<file path="src/rtl/router_ctrl_fsm.sv">
// Controller FSM for the 1x3 router: decodes the header address and sequences
// the register stage through one-hot Moore state strobes.
module router_ctrl_fsm (
  input  logic       clock,
  input  logic       reset,
  input  logic       pkt_valid,
  input  logic [1:0] data_in,
  input  logic       fifo_full,
  input  logic       fifo_empty_0,
  input  logic       fifo_empty_1,
  input  logic       fifo_empty_2,
  input  logic       soft_reset_0,
  input  logic       soft_reset_1,
  input  logic       soft_reset_2,
  input  logic       parity_done,
  input  logic       low_pkt_valid,
  output logic       write_enb_reg,
  output logic       detect_add,
  output logic       lfd_state,
  output logic       ld_state,
  output logic       laf_state,
  output logic       full_state,
  output logic       rst_int_reg,
  output logic       busy,
  output logic [1:0] addr_sel
);

  // One-hot so every strobe is a bare state-register bit.
  localparam logic [7:0] DECODE_ADDRESS     = 8'b0000_0001;
  localparam logic [7:0] LOAD_FIRST_DATA    = 8'b0000_0010;
  localparam logic [7:0] LOAD_DATA          = 8'b0000_0100;
  localparam logic [7:0] FIFO_FULL_STATE    = 8'b0000_1000;
  localparam logic [7:0] LOAD_AFTER_FULL    = 8'b0001_0000;
  localparam logic [7:0] LOAD_PARITY        = 8'b0010_0000;
  localparam logic [7:0] CHECK_PARITY_ERROR = 8'b0100_0000;
  localparam logic [7:0] WAIT_TILL_EMPTY    = 8'b1000_0000;

  logic [7:0] r_state;
  logic [7:0] w_next_state;
  logic [1:0] r_addr_sel;
  logic [1:0] w_emp_sel;
  logic       w_emp;
  logic       w_srst;
  logic       w_hdr_ok;

  assign w_hdr_ok  = pkt_valid && (data_in != 2'b11);
  assign w_emp_sel = (r_state == DECODE_ADDRESS) ? data_in : r_addr_sel;

  // Empty flag of the channel being addressed (live header or latched one).
  always_comb begin
    w_emp = 1'b0;
    case (w_emp_sel)
      2'd0:    w_emp = fifo_empty_0;
      2'd1:    w_emp = fifo_empty_1;
      2'd2:    w_emp = fifo_empty_2;
      default: w_emp = 1'b0;
    endcase
  end

  // Only the latched channel's soft reset can abort a packet.
  always_comb begin
    w_srst = 1'b0;
    case (r_addr_sel)
      2'd0:    w_srst = soft_reset_0;
      2'd1:    w_srst = soft_reset_1;
      2'd2:    w_srst = soft_reset_2;
      default: w_srst = 1'b0;
    endcase
  end

  // Next-state logic; soft reset overrides every normal transition.
  always_comb begin
    w_next_state = DECODE_ADDRESS;
    if (w_srst && (r_state != DECODE_ADDRESS)) begin
      w_next_state = DECODE_ADDRESS;
    end else begin
      case (r_state)
        DECODE_ADDRESS:
          if (w_hdr_ok) w_next_state = w_emp ? LOAD_FIRST_DATA : WAIT_TILL_EMPTY;
          else          w_next_state = DECODE_ADDRESS;
        LOAD_FIRST_DATA:
          w_next_state = LOAD_DATA;
        LOAD_DATA:
          if (fifo_full)       w_next_state = FIFO_FULL_STATE;
          else if (!pkt_valid) w_next_state = LOAD_PARITY;
          else                 w_next_state = LOAD_DATA;
        FIFO_FULL_STATE:
          w_next_state = fifo_full ? FIFO_FULL_STATE : LOAD_AFTER_FULL;
        LOAD_AFTER_FULL:
          if (parity_done)        w_next_state = DECODE_ADDRESS;
          else if (low_pkt_valid) w_next_state = LOAD_PARITY;
          else                    w_next_state = LOAD_DATA;
        LOAD_PARITY:
          w_next_state = CHECK_PARITY_ERROR;
        CHECK_PARITY_ERROR:
          w_next_state = fifo_full ? FIFO_FULL_STATE : DECODE_ADDRESS;
        WAIT_TILL_EMPTY:
          w_next_state = w_emp ? LOAD_FIRST_DATA : WAIT_TILL_EMPTY;
        default:
          w_next_state = DECODE_ADDRESS;
      endcase
    end
  end

  // State and destination-address registers.
  always_ff @(posedge clock) begin
    if (reset) begin
      r_state    <= DECODE_ADDRESS;
      r_addr_sel <= 2'd0;
    end else begin
      r_state <= w_next_state;
      if ((r_state == DECODE_ADDRESS) && w_hdr_ok) r_addr_sel <= data_in;
      else                                         r_addr_sel <= r_addr_sel;
    end
  end

  assign detect_add    = r_state[0];
  assign lfd_state     = r_state[1];
  assign ld_state      = r_state[2];
  assign full_state    = r_state[3];
  assign laf_state     = r_state[4];
  assign rst_int_reg   = r_state[6];
  assign write_enb_reg = r_state[1] | r_state[2] | r_state[4] | r_state[5];
  assign busy          = ~(r_state[0] | r_state[2]);
  assign addr_sel      = r_addr_sel;

endmodule
</file>
<file path="config.mk">
export PLATFORM = sky130hd
export DESIGN_NAME = router_ctrl_fsm
export DESIGN_NICKNAME = d
export VERILOG_FILES = /design/src/rtl/router_ctrl_fsm.sv
export SDC_FILE = /design/constraint.sdc
export NUM_CORES = 1
export LEC_CHECK = 0
export CAP_MARGIN = 20
export CORE_MARGIN = 1
export CORE_UTILIZATION = 49
export DETAILED_ROUTE_END_ITERATION = 10
export GPL_ROUTABILITY_DRIVEN = 0
export MAX_ROUTING_LAYER = met4
export PLACE_DENSITY = 0.92
export SLEW_MARGIN = 20
export SYNTH_ARGS = -nofsm -noshare
export SYNTH_HDL_FRONTEND = slang
export SYNTH_SLANG_ARGS = --single-unit
</file>
<file path="constraint.sdc">
create_clock -name clock -period 3.65 [get_ports clock]
set_clock_uncertainty 0.15 [all_clocks]
set_input_delay 0.73 -clock clock [delete_from_list [all_inputs] [get_ports clock]]
set_output_delay 0.73 -clock clock [all_outputs]
set_load 0.01 [all_outputs]
</file>
==> metrics <==
HPWL after detailed placement=1590 µm; final setup TNS=0 ns; largest net degree at the start of global routing=12; worst skew pair latency=0.28 ns; P&R area growth vs syn=29.8%; chip height=42.7 µm; Netlist cell types=43; Reg2Reg Depth=4; clock share of power=20.0%; Die ar.=0.00182 mm²; DIE WIDTH=42.7 µm; vias=887; First DRT Iteration DRCs=48; CTS clk-pin slew, worst paths=0.08 ns; fraction of power spent switching nets=39.9%; Seq/Total Area, Yosys=24.7%; Max Fclk=414 MHz; combinational cell fraction of total power=51.3%; CTS max path bufs=2; nets=131; status=completed; WL/cell=16.3 µm; drt total wl=2150 µm; detail-routed via count per cell=6.72; clk sinks=10; EDFF count, synth=0; Yosys reg bits=10; P_leak=0.375 nW; setup slack after placement=1.24 ns; internal power=316 µW; hold depth=2; # hold bufs at CTS=0; WP data arrival=1.54 ns; worst reg2reg path endpoint=r_state[7]; Resized cells post-CTS=0; syn avg cell area=8.45 µm²; top cells by count, synth=10 x dfxtp_1, 10 x nor2_1, 5 x nand2_1; H-tree Lvls=1; critical path capture point type=primary output; Final ANT Viol Nets=0; yosys warns=0; CTS root buf=clkbuf_4; Crit Path Max Fanout=10; min Tclk post-route=2.42 ns; main area contributors after synthesis=dfxtp_1 25%, nor2_1 4.6%, mux2i_1 3.7%; Final setup viols=0; R2R Path Start=r_state[2]; # diodes=0; HP Start=r_state[5]; Max IR drop VDD=0.341 mV; Max Cap Viol=0; Yosys top cell area share=24.7%; Worst EP required=2.77 ns; synthesized cell area=811 µm²; Core Util, Final=69.0%; Worst Max-Slew Pin Slew=0.771 ns; Psw=210 µW; gr ovfl total=0; syn nets=110; relative slew slack=48.2%; layout cells sized above 1=10.3%; first drt pass iteration count=4; critical path launch point type=flip-flop; reg2reg setup slack=1.60 ns; first-pass GRT wire length=3640 µm; antenna violations before repair=0; row count=14; post-synthesis async set-or-reset flop share=0%; setup bufs post-CTS=0; io pins=24; Final Cycle Share=66.2%; Initial Util=53.2%; P per Cell Area=499 mW/mm²; Final Hold Vio Count=0; port bufs=23; Max Slew Vio Count=0; vias in the first global route=797; unrepaired setup endpoints after global routing=no; Syn Inst Count=96; Min Hold Slack=0.416 ns; # DRC=0; Core Area=0.00152 mm²; Setup CP Type=reg -> out; gr usage total=26.6%; most area-hungry cell type in the Yosys netlist=dfxtp_1; Seq pwr share=28.7%; WHS Endpoint=r_state[6]; worst setup margin=1.23 ns; CTS tree=built; TritonCTS buffer count=3; Worst Hold Class=reg -> reg; ys flop type=dfxtp_1
## registers in the layout (all words and copies together), names as in the netlist
register / cells
addr_sel: 2
r_state: 8
## cell type report
class	count	area, µm²
sequential	10	200
clock buffer	4	36.3
inverter	1	3.75
timing repair buffer	23	230
multi-input combinational	78	562
fill	114	472
tap	16	20.0
## metal layers
layer	wire, µm	track usage [%]	up-vias	part of all wire (%)
met4	55	11.9	0	2.6
met3	218	4.68	8	10
met2	988	40.9	69	46
met1	883	33.9	397	41
met5	0	-	-	0
li1	-	-	413	-
## worst max-delay path by stage
| stage | cells after the start | end | slack, ns | start |
|---|---|---|---|---|
| 2_1_floorplan | 6 | r_state[7] | 1.80 | r_state[4] |
| 4_1_cts | 3 | write_enb_reg | 1.25 | r_state[4] |
| 6_report | 3 | write_enb_reg | 1.23 | r_state[4] |
| 3_3_place_gp | 5 | r_state[7] | 1.27 | data_in[1] |
| 3_5_place_dp | 5 | r_state[1] | 1.24 | data_in[1] |
| 5_1_grt | 3 | write_enb_reg | 1.16 | r_state[4] |
## cells in the final DEF (no fill, tap or decap), types with 2 or more instances in the layout
cell,count
clkdlybuf4s50_1,23
nor2_1,10
dfxtp_1,10
nand2_1,5
nor3_1,4
nand3b_1,4
nand4_1,4
nand3_1,4
o21ai_0,3
o21a_1,3
nor4b_1,3
mux2i_1,3
nand2b_1,3
clkbuf_4,3
nor2b_1,2
a221oi_1,2
and4_1,2
a32oi_1,2
o31ai_1,2
## worst max-delay path, stage by stage (launching register included)
cell and delay [ns]:
dfxtp_1 0.51, nor2_1 0.13, nand2_1 0.09, clkdlybuf4s50_1 0.54
## logic make-up (layout without fill, tap and decap cells)
group / Yosys count / in the layout / share of synthesized area (%)
flops: 10 / 10 / 24.7
simple gates: 49 / 49 / 38.9
mux: 3 / 3 / 3.70
compound gates: 25 / 25 / 25.6
buf+inv: 8 / 28 / 6.02
xor+xnor: 1 / 1 / 1.08
## stage by stage
stage          power (mW)  instances  instance area (µm²)
6_report            0.526        132                 1050
5_1_grt             0.555        132                 1050
4_1_cts             0.520        132                 1050
3_5_place_dp        0.415        128                 1020
3_3_place_gp        0.408        128                 1020
2_1_floorplan       0.338         96                  811
## power by group through the flow
stage | registers, mW | clock network (mW) | logic, mW
2_1_floorplan | 0.139 | 0 | 0.199
3_3_place_gp | 0.152 | 0 | 0.256
3_5_place_dp | 0.152 | 0 | 0.262
6_report | 0.151 | 0.105 | 0.269
4_1_cts | 0.150 | 0.105 | 0.265
5_1_grt | 0.153 | 0.111 | 0.291
Power figures use the tool's default switching activity.
